===== src/rtl/idc_pipe_if.sv =====
// Handshake bundle between the prefetch unit, the decoder and the execution sequencer.
// The decoder takes the slave view; the surrounding logic (or bench) takes the master view.
interface idc_pipe_if;
    logic        in_valid;
    logic [15:0] in_word;
    logic        in_ready;
    logic        out_valid;
    logic        out_ready;
    logic [15:0] out_opc;
    logic [15:0] out_ext1;
    logic [15:0] out_ext2;
    logic [1:0]  out_nwords;
    logic [2:0]  out_class;

    modport master (
        output in_valid, in_word, out_ready,
        input  in_ready, out_valid, out_opc, out_ext1, out_ext2, out_nwords, out_class
    );

    modport slave (
        input  in_valid, in_word, out_ready,
        output in_ready, out_valid, out_opc, out_ext1, out_ext2, out_nwords, out_class
    );
endinterface


===== src/rtl/idc_pipe.sv =====
// Pipelined VM1 instruction decoder: prefetch FIFO, opcode/extension assembly FSM and
// a registered, classified instruction record handed over with valid/ready.
module idc_pipe #(
    parameter int DEPTH      = 4,
    parameter bit EIS        = 1'b0,
    parameter bit VM1_STRICT = 1'b1
) (
    input  logic                    clk,
    input  logic                    reset_n,
    input  logic                    flush,
    idc_pipe_if.slave               bus,
    output logic [$clog2(DEPTH):0]  level
);
    localparam int             AW       = $clog2(DEPTH);
    localparam logic [AW:0]    FULL_LVL = (AW + 1)'(DEPTH);

    typedef enum logic [2:0] {
        C_NOF = 3'd0, C_BRA = 3'd1, C_CCO = 3'd2, C_SGL = 3'd3,
        C_DBL = 3'd4, C_RSD = 3'd5, C_UNU = 3'd6
    } iclass_t;

    typedef enum logic [1:0] {S_OPC, S_EXT1, S_EXT2, S_OUT} state_t;

    // Operand field needs an extension word for index modes and for PC immediate/absolute.
    function automatic logic need_ext(input logic [5:0] f);
        return (f[5:3] >= 3'd6) || ((f[2:0] == 3'd7) && (f[5:3] inside {3'd2, 3'd3}));
    endfunction

    function automatic iclass_t classify(input logic [15:0] op);
        logic [2:0] d4, d3, d2, d1, d0;
        iclass_t    mfp_cls, eis_cls, cls;
        d4      = op[14:12];
        d3      = op[11:9];
        d2      = op[8:6];
        d1      = op[5:3];
        d0      = op[2:0];
        mfp_cls = VM1_STRICT ? C_UNU : C_SGL;
        eis_cls = EIS ? C_RSD : C_UNU;
        cls     = C_UNU;
        if (d4 inside {[3'd1:3'd6]}) begin
            cls = C_DBL;
        end else if (d4 == 3'd0) begin
            case (d3)
                3'd0: begin
                    if (op[15]) begin
                        cls = C_BRA;
                    end else begin
                        case (d2)
                            3'd0:       cls = (d1 == 3'd0 && d0 != 3'd7) ? C_NOF : C_UNU;
                            3'd1, 3'd3: cls = C_SGL;
                            3'd2: begin
                                case (d1)
                                    3'd0:             cls = C_SGL;
                                    3'd3:             cls = C_NOF;
                                    3'd4:             cls = (d0 == 3'd0) ? C_NOF : C_CCO;
                                    3'd5, 3'd6, 3'd7: cls = C_CCO;
                                    default:          cls = C_UNU;
                                endcase
                            end
                            default:    cls = C_BRA;
                        endcase
                    end
                end
                3'd1, 3'd2, 3'd3: cls = C_BRA;
                3'd4:             cls = op[15] ? C_NOF : C_RSD;
                3'd5:             cls = C_SGL;
                3'd6: begin
                    if (d2 inside {3'd5, 3'd6})
                        cls = mfp_cls;
                    else
                        cls = (d2 == 3'd4 && !op[15]) ? C_NOF : C_SGL;
                end
                default:          cls = C_UNU;
            endcase
        end else if (!op[15]) begin
            case (d3)
                3'd0, 3'd1, 3'd2, 3'd3: cls = eis_cls;
                3'd4:                   cls = C_RSD;
                3'd7:                   cls = C_BRA;
                default:                cls = C_UNU;
            endcase
        end
        return cls;
    endfunction

    function automatic logic [1:0] ext_count(input logic [15:0] op, input iclass_t cls);
        case (cls)
            C_DBL:        return {1'b0, need_ext(op[11:6])} + {1'b0, need_ext(op[5:0])};
            C_SGL, C_RSD: return {1'b0, need_ext(op[5:0])};
            default:      return 2'd0;
        endcase
    endfunction

    // Prefetch FIFO
    logic [15:0]   mem [DEPTH];
    logic [AW-1:0] wr_ptr, rd_ptr;
    logic [AW:0]   count;
    logic          full, empty, push, pop;
    logic [15:0]   head;

    assign full         = (count == FULL_LVL);
    assign empty        = (count == '0);
    assign bus.in_ready = !full && !flush;
    assign push         = bus.in_valid && bus.in_ready;
    assign head         = mem[rd_ptr];
    assign level        = count;

    always_ff @(posedge clk or negedge reset_n) begin
        if (!reset_n) begin
            wr_ptr <= '0;
            rd_ptr <= '0;
            count  <= '0;
        end else if (flush) begin
            wr_ptr <= '0;
            rd_ptr <= '0;
            count  <= '0;
        end else begin
            if (push) wr_ptr <= wr_ptr + 1'b1;
            if (pop)  rd_ptr <= rd_ptr + 1'b1;
            case ({push, pop})
                2'b10:   count <= count + 1'b1;
                2'b01:   count <= count - 1'b1;
                default: count <= count;
            endcase
        end
    end

    // NOTE: the storage array is deliberately not reset; count alone says which entries are live.
    always_ff @(posedge clk) begin
        if (push) mem[wr_ptr] <= bus.in_word;
    end

    // Assembly FSM and output record
    state_t      state;
    logic        out_valid_q;
    logic [15:0] opc_q, ext1_q, ext2_q;
    logic [1:0]  nwords_q;
    iclass_t     class_q;
    iclass_t     head_cls;
    logic [1:0]  head_nw;
    logic        opc_phase;

    assign head_cls  = classify(head);
    assign head_nw   = ext_count(head, head_cls);
    // The output register is free in S_OPC, or in S_OUT on the cycle it is handed over.
    assign opc_phase = (state == S_OPC) || (state == S_OUT && bus.out_ready);
    assign pop       = !empty && !flush && (opc_phase || state == S_EXT1 || state == S_EXT2);

    always_ff @(posedge clk or negedge reset_n) begin
        if (!reset_n) begin
            state       <= S_OPC;
            out_valid_q <= 1'b0;
            opc_q       <= '0;
            ext1_q      <= '0;
            ext2_q      <= '0;
            nwords_q    <= '0;
            class_q     <= C_NOF;
        end else if (flush) begin
            state       <= S_OPC;
            out_valid_q <= 1'b0;
        end else begin
            case (state)
                S_OPC, S_OUT: begin
                    if (opc_phase) begin
                        if (!empty) begin
                            opc_q       <= head;
                            class_q     <= head_cls;
                            nwords_q    <= head_nw;
                            state       <= (head_nw == 2'd0) ? S_OUT : S_EXT1;
                            out_valid_q <= (head_nw == 2'd0);
                        end else begin
                            state       <= S_OPC;
                            out_valid_q <= 1'b0;
                        end
                    end
                end
                S_EXT1: begin
                    if (!empty) begin
                        ext1_q <= head;
                        if (nwords_q == 2'd2) begin
                            state <= S_EXT2;
                        end else begin
                            state       <= S_OUT;
                            out_valid_q <= 1'b1;
                        end
                    end
                end
                S_EXT2: begin
                    if (!empty) begin
                        ext2_q      <= head;
                        state       <= S_OUT;
                        out_valid_q <= 1'b1;
                    end
                end
            endcase
        end
    end

    assign bus.out_valid  = out_valid_q;
    assign bus.out_opc    = opc_q;
    assign bus.out_ext1   = ext1_q;
    assign bus.out_ext2   = ext2_q;
    assign bus.out_nwords = nwords_q;
    assign bus.out_class  = class_q;
endmodule


===== src/flat_wrapper.sv =====
// flat-port wrapper written by rule: the top's interface ports become plain ports
module idc_pipe_flat 
#(
    parameter int DEPTH      = 4,
    parameter bit EIS        = 1'b0,
    parameter bit VM1_STRICT = 1'b1
)
  (clk, reset_n, flush, level, bus_in_valid, bus_in_word, bus_out_ready, bus_in_ready, bus_out_valid, bus_out_opc, bus_out_ext1, bus_out_ext2, bus_out_nwords, bus_out_class);
  idc_pipe_if bus_i ();
  input  logic clk;
  input  logic reset_n;
  input  logic flush;
  output logic [$clog2(DEPTH):0] level;
  input wire logic [$bits(bus_i.in_valid)-1:0] bus_in_valid;
  input wire logic [$bits(bus_i.in_word)-1:0] bus_in_word;
  input wire logic [$bits(bus_i.out_ready)-1:0] bus_out_ready;
  output wire logic [$bits(bus_i.in_ready)-1:0] bus_in_ready;
  output wire logic [$bits(bus_i.out_valid)-1:0] bus_out_valid;
  output wire logic [$bits(bus_i.out_opc)-1:0] bus_out_opc;
  output wire logic [$bits(bus_i.out_ext1)-1:0] bus_out_ext1;
  output wire logic [$bits(bus_i.out_ext2)-1:0] bus_out_ext2;
  output wire logic [$bits(bus_i.out_nwords)-1:0] bus_out_nwords;
  output wire logic [$bits(bus_i.out_class)-1:0] bus_out_class;
  assign bus_i.in_valid = bus_in_valid;
  assign bus_i.in_word = bus_in_word;
  assign bus_i.out_ready = bus_out_ready;
  assign bus_in_ready = bus_i.in_ready;
  assign bus_out_valid = bus_i.out_valid;
  assign bus_out_opc = bus_i.out_opc;
  assign bus_out_ext1 = bus_i.out_ext1;
  assign bus_out_ext2 = bus_i.out_ext2;
  assign bus_out_nwords = bus_i.out_nwords;
  assign bus_out_class = bus_i.out_class;
  idc_pipe #(.DEPTH(DEPTH), .EIS(EIS), .VM1_STRICT(VM1_STRICT)) u_core (.clk(clk), .reset_n(reset_n), .flush(flush), .bus(bus_i), .level(level));
endmodule

===== config.mk =====
export PLATFORM = sky130hd
export DESIGN_NAME = idc_pipe_flat
export DESIGN_NICKNAME = d
export VERILOG_FILES = /design/src/rtl/idc_pipe_if.sv /design/src/rtl/idc_pipe.sv /design/src/flat_wrapper.sv
export SDC_FILE = /design/constraint.sdc
export NUM_CORES = 1
export LEC_CHECK = 0
export ABC_AREA = 1
export ABC_CLOCK_PERIOD_IN_PS = 2520
export BUFFER_PORTS_ARGS = -buffer_cell sky130_fd_sc_hd__clkbuf_2
export CAP_MARGIN = 20
export CORE_MARGIN = 5
export CORE_UTILIZATION = 57
export DETAILED_ROUTE_END_ITERATION = 8
export PLACE_DENSITY_LB_ADDON = 0.1
export SLEW_MARGIN = 20
export SYNTH_ARGS = -nofsm -noshare
export SYNTH_HDL_FRONTEND = slang
export SYNTH_SLANG_ARGS = --single-unit

===== constraint.sdc =====
create_clock -name clk -period 2.52 [get_ports clk]
set_input_delay 0.504 -clock clk [delete_from_list [all_inputs] [get_ports clk]]
set_output_delay 0.504 -clock clk [all_outputs]
set_load 0.05 [all_outputs]

**Word level (Yosys, flattened, before mapping)**

Memory sizes are Yosys's and may differ from the RTL's.
Cells that the tools add are included.

- Div/mod/pow operators: 0
- Magnitude comparators: 4
- Mux-type cells: 37
- Eq/ne operators: 36
- $add $sub $neg: 5
- Shift operators: 0
- Reductions and logical operators: 43
- Multiply operators: 0
- Bitwise logic cells: 2

Operators with widths:

| kind | number |
|---|---|
| $eq A3 B3 Y1 const B | 16 |
| $mux W2 | 12 |
| $mux W3 | 8 |
| $eq A3 B2 Y1 const B | 7 |
| $logic_not A3 Y1 | 6 |
| $pmux W3 S5 | 1 |
| $ne A3 B3 Y1 const B | 4 |
| $pmux W3 S2 | 2 |
| $pmux W3 S4 | 1 |
| $logic_and A1 B1 Y1 | 10 |
| $reduce_bool A2 Y1 | 5 |
| $mux W1 | 9 |
| $pmux W3 S3 | 1 |
| $reduce_and A3 Y1 | 3 |
| $eq A2 B2 Y1 const B | 4 |
| $reduce_and A4 Y1 | 2 |
| $eq A3 B1 Y1 const B | 2 |
| $ge A3 B3 Y1 const B | 2 |
| $pmux W2 S3 | 1 |
| $reduce_or A2 Y1 | 3 |
| $reduce_or A3 Y1 | 2 |
| $logic_or A1 B1 Y1 | 5 |
| $add A2 B1 Y2 const B | 2 |
| $eq A2 B1 Y1 const B | 2 |
| other kinds (12) | 17 |

- Bits in writable memories: 64
- Latch bits: 0
- ROM bits: 0
- Output and inout port bits: 58
- Logic and storage cells: 138
- Flip-flop bits (word level): 63
- Memories: 1

Memories:

| memory | words | width | rd ports | clocked after memory_dff | wr ports | RTL line | RTL |
|---|---|---|---|---|---|---|---|
| u_core.mem | 4 | 16 | 1 | 0 | 1 | idc_pipe.sv:95 | `logic [15:0] mem [DEPTH];` |

**Depth between registers and ports, before layout**

An unclocked memory read counts as a cell.

- Depth after elaboration: 18
- Mapped depth: 23
- Gate-level depth less buffers: 21

**Worst setup path before layout**

Ideal clock, no wire load.

- Path kind: register to register
- From: register u_core.count[0], in the netlist u_core.level[0]
- To: register u_core.count[2], in the netlist u_core.level[2]
- Cell stages (with the launch flop): 11
- Path slack: -588 ps
- Period minus slack after synthesis: 3108 ps
- Arrival time: 2973 ps
- Cells stage by stage: dfrtp_1 > nor2_1 > a21oi_1 > nand2_1 > inv_1 > nor2_1 > fa_1 > xor2_1 > xor2_1 > nand3_1 > o21ai_0

- Longest elaborated chain between the ends: 7
- Elaborated cells on any way between the ends: 15
- Those cells by class: 2 x add/sub; 3 x eq/ne; 2 x mux; 8 x reduce/logical

RTL lines:

| item | RTL line | RTL |
|---|---|---|
| from (decl) | idc_pipe.sv:97 | `logic [AW:0] count;` |
| from (signal assigned) | idc_pipe.sv:121 | `2'b10: count <= count + 1'b1;` |
| from (signal assigned) | idc_pipe.sv:122 | `2'b01: count <= count - 1'b1;` |
| from (signal assigned) | idc_pipe.sv:123 | `default: count <= count;` |
| $eq A3 B3 Y1 (*) | idc_pipe.sv:101 | `assign full = (count == FULL_LVL);` |
| $logic_not A1 Y1 (*) | idc_pipe.sv:103 | `assign bus.in_ready = !full && !flush;` |
| $logic_and A1 B1 Y1 (*) | idc_pipe.sv:103 |  |
| named net bus_in_ready | flat_wrapper.sv:17 | `output wire logic [$bits(bus_i.in_ready)-1:0] bus_in_ready;` |
| $logic_and A1 B1 Y1 (*) | idc_pipe.sv:104 | `assign push = bus.in_valid && bus.in_ready;` |
| $eq A2 B1 Y1 or $eq A2 B2 Y1 (tied branches) | idc_pipe.sv:120 | `case ({push, pop})` |
| $pmux W3 S2 | idc_pipe.sv:120 |  |
| $mux W3 | idc_pipe.sv:113 | `end else if (flush) begin` |

Mark *: on every way through the listed nets, which the timed path passes. The rest lies on a longest branch.
A chain may end at the register's enable or synchronous reset.

**Worst setup path after layout**

- From: register u_core.state[0]
- To: register u_core.count[2], in the netlist u_core.level[2]

- Longest elaborated chain between the ends: 9
- Elaborated cells on any way between the ends: 14
- Those cells by class: 5 x eq/ne; 2 x mux; 7 x reduce/logical

RTL lines:

| item | RTL line | RTL |
|---|---|---|
| from (decl) | idc_pipe.sv:134 | `state_t state;` |
| from (signal assigned) | idc_pipe.sv:169 | `state <= (head_nw == 2'd0) ? S_OUT : S_EXT1;` |
| $eq A2 B2 Y1 | idc_pipe.sv:146 | `assign opc_phase = (state == S_OPC) \|\| (state == S_OUT && bus.out_ready);` |
| $logic_and A1 B1 Y1 | idc_pipe.sv:146 |  |
| $logic_or A1 B1 Y1 | idc_pipe.sv:146 |  |
| $logic_or A1 B1 Y1 | idc_pipe.sv:147 | `assign pop = !empty && !flush && (opc_phase \|\| state == S_EXT1 \|\| state == S_EXT2);` |
| $logic_or A1 B1 Y1 (*) | idc_pipe.sv:147 |  |
| $logic_and A1 B1 Y1 (*) | idc_pipe.sv:147 |  |
| $eq A2 B1 Y1 or $eq A2 B2 Y1 (tied branches) | idc_pipe.sv:120 |  |
| $pmux W3 S2 | idc_pipe.sv:120 |  |
| $mux W3 | idc_pipe.sv:113 |  |

Every way passes the cells marked *; elsewhere a longest branch is shown, timed or not.

==> qor.csv <==
stage;metric;value;unit
route;wl_per_cell;15.0;µm
worst_hold_path;hp-start;bus_in_word[11];
placed_design;dpl_worst_slack;168;ps
route;drt_iter0_drc;295;
timing;grt_setup_unrepaired;no;
critical_path;worstRegToRegCells;11;
placed_design;place_inst;776;
synthesis;syn-num-nets;601;
critical_path;critPathKind;flip-flop to flip-flop;
critical_path;worstPathRequired;2910;ps
grt;grt_max_degree;39;
clock_network;postCtsSetupBuffers;0;
worst_hold_path;hold_depth;1;
power;switching_share;46.3;%
clock_network;cts.clk_slew.worst_paths;60;ps
synthesis;synth_area;5550;µm²
route;route.detailed.drc;0;
status;status;complete, no violations;
floorplanning;start_util;57.5;%
cells_and_area;multi_input_area;1750;µm²
cells_and_area;insertedDiodeCount;0;
route;ant_nets;0;
job;cap_viol_max_count;0;
floorplanning;die-area;11800;µm²
cells_and_area;fillers;740;
timing;finalSetupViolCount;0;
timing;whs;198;ps
placed_design;place.gp.congestion;0.886;
power;leakagePower;3.17;nW
clock_network;insertion_delay;520;ps
grt;grt_overflow;0;
critical_path;cp_max_fo;4;
worst_hold_path;hold-path-endpoint;u_core.mem[0][11];
synthesis;ys_ff_latch;127;
timing;hold_violations;0;
route;vias_per_cell;5.22;
route;wl;12200;µm
clock_network;cts_max_level;4;
critical_path;cp-end-kind;flip-flop;
timing;drv_slew;0;
power;peakVddDrop;603;µV
critical_path;r2r-start;u_core.state[0];
worst_hold_path;hold_class;primary input to flip-flop;
cells_and_area;drive_above_1_share;22.2;%
cells_and_area;instances_no_fill;809;
placed_design;hpwlAfterDp;8220;µm
placed_design;portBuffers;78;
cells_and_area;area_growth;21.6;%
grt;first_global_vias;4105;
timing;clock_skew;7.20;ps
cells_and_area;register_area;3500;µm²
floorplanning;num_rows;36;
clock_network;clk_path_buf_depth;2;
synthesis;avgSynthCellArea;9.73;µm²
grt;antenna_found_initial;0;
power;power.internal;5.27;mW
timing;fin_ws;208;ps
floorplanning;core-area;9640;µm²
timing;worstMarginPinSlew;983;ps
clock_network;cts_sinks;127;
critical_path;cp.arrival;2700;ps
timing;layout_min_cycle_time;2310;ps
critical_path;start_kind;flip-flop;
cells_and_area;nNetsFinal;694;
power;powerDensity;1450;nW/µm²
floorplanning;die_y;109;µm
clock_network;cts_buffers;17;
critical_path;r2r_slack;210;ps
timing;fmax;433;MHz
power;comb_power_share;44.6;%
synthesis;synthCells;570;
timing;min_period_over_period;91.7;%
route;dr.pass1.iters;6;
critical_path;critical_path.reg2reg.endpoint;u_core.level[2];
floorplanning;io_pins;79;
synthesis;yosysWarnings;0;
power;p_seq_share;30.5;%
floorplanning;die_w;109;µm
route;num_vias;4225;
synthesis;yosysSeqAreaShare;63.1;%
clock_network;cts_root_buffer;clkbuf_8;
timing;max_slew_margin;34.4;%
synthesis;synth.distinct_cells;29;
clock_network;cts_tree;yes;
timing;fin_tns_setup;0;ps
power;p_sw;4.54;mW
grt;grt_usage;22.1;%
grt;grt_pass1_wl;19800;µm
power;pwr-share-clk;24.9;%
-- cells by family (layout without fill, tap and decap cells) --
group | Yosys count | in the layout | synth area share [%]
fa+ha+maj | 10 | 10 | 2.39
simple gates | 282 | 282 | 21.1
xor+xnor | 2 | 2 | 0.316
compound gates | 79 | 79 | 7.40
flops | 127 | 127 | 63.1
buf+inv | 70 | 176 | 5.71
-- cell usage after synthesis --
master	number	area [µm²]
nand4_1	3	18.8
a31oi_1	3	18.8
o21a_1	1	7.51
buf_2	4	20.0
buf_8	1	15.0
buf_6	3	33.8
ha_1	9	113
o21ai_0	61	305
inv_1	46	173
nand3_2	2	20.0
o31ai_1	1	7.51
a21oi_1	11	55.1
or3_1	1	6.26
a22o_1	1	8.76
nand2_1	192	721
edfxtp_1	64	1920
fa_1	1	20.0
nor2_1	24	90.1
inv_8	1	11.3
inv_2	1	3.75
dfrtp_1	63	1580
xor2_1	2	17.5
nor3_1	1	5.00
nand3_1	48	240
buf_4	2	15.0
o21bai_1	1	7.51
clkbuf_1	12	45.0
nor2_2	3	18.8
nand2_2	8	50.1
-- worst max path at each step --
stage	from	endpoint	slack (ps)	cells after the start
final	u_core.state[0]	u_core.level[2]	210	11
after global routing	u_core.level[1]	u_core.bus.out_opc[8]	50	8
after CTS	u_core.rd_ptr[0]	u_core.bus.out_valid	150	19
after detailed placement	u_core.rd_ptr[0]	u_core.bus.out_valid	170	19
after global placement	u_core.rd_ptr[0]	u_core.state[1]	190	17
after floorplan	u_core.level[2]	u_core.level[2]	100	9
-- per-stage QoR --
stage,util [%],area [µm²],power (mW)
final,69.9,6740,9.81
after global routing,69.9,6740,10.4
after CTS,69.8,6730,9.83
after detailed placement,63.4,6110,7.34
after global placement,63.4,6110,7.26
after floorplan,-,5560,6.28
-- metal layers --
layer	share of wire, %	track usage, %
met1	43	28.9
met2	49	36.2
met3	6.3	5.33
met4	1.6	8.03
met5	0	0
-- layout by cell type (no fill, tap or decap), types with 4 or more instances in the layout --
| cell | synthesis | final |
|---|---|---|
| nor2_2 | 3 | 4 |
| inv_6 | 0 | 4 |
| buf_4 | 2 | 15 |
| a21oi_1 | 11 | 10 |
| clkinvlp_4 | 0 | 4 |
| edfxtp_1 | 64 | 64 |
| dfrtp_1 | 63 | 60 |
| nand2_1 | 192 | 190 |
| o21ai_0 | 61 | 61 |
| nand3_1 | 48 | 48 |
| ha_1 | 9 | 9 |
| clkbuf_16 | 0 | 16 |
| nor2_1 | 24 | 23 |
| clkbuf_2 | 0 | 78 |
| inv_1 | 46 | 45 |
| nand2_2 | 8 | 10 |
-- flip-flops by register name, indices dropped and copies added (netlist names) --
signal and count:
u_core.bus.out_nwords 2, u_core.wr_ptr 2, u_core.level 3, u_core.bus.out_class 3
u_core.state 2, u_core.mem 64, u_core.rd_ptr 2, u_core.bus.out_ext2 16
u_core.bus.out_valid 1, u_core.bus.out_opc 16, u_core.bus.out_ext1 16
-- power groups by stage --
stage,Sequential [mW],Combinational (mW),Clock [mW]
after floorplan,4.35,1.93,0
after global placement,3.01,4.25,0
after detailed placement,3.02,4.32,0
after CTS,2.99,4.37,2.48
after global routing,3.05,4.81,2.57
final,2.99,4.37,2.44
-- final cells by class --
cell class / count / area share [%]
flip-flops and latches: 127 / 51.9
multi-input cells: 373 / 25.9
repair buffers: 96 / 7.94
inverters: 48 / 2.78
clock inverters: 15 / 2.77
clock buffers: 17 / 6.14
well taps: 133 / 2.47
-- critical path, stage by stage, from the launching register on --
cell and delay, ps:
dfrtp_1 410, inv_1 90, ha_1 200, a21oi_1 240, a31oi_1 190, inv_1 130
nor2_2 60, fa_1 380, xor2_1 180, xor2_1 170, nand3_1 60, o21ai_0 80
-- timing repair --
item,CTS,global route
setup endpoints to repair,0,4
hold endpoints to repair,18,0
gates resized for setup,0,7
hold buffers,1,0
Note: power is estimated with default switching activity, not from simulation.
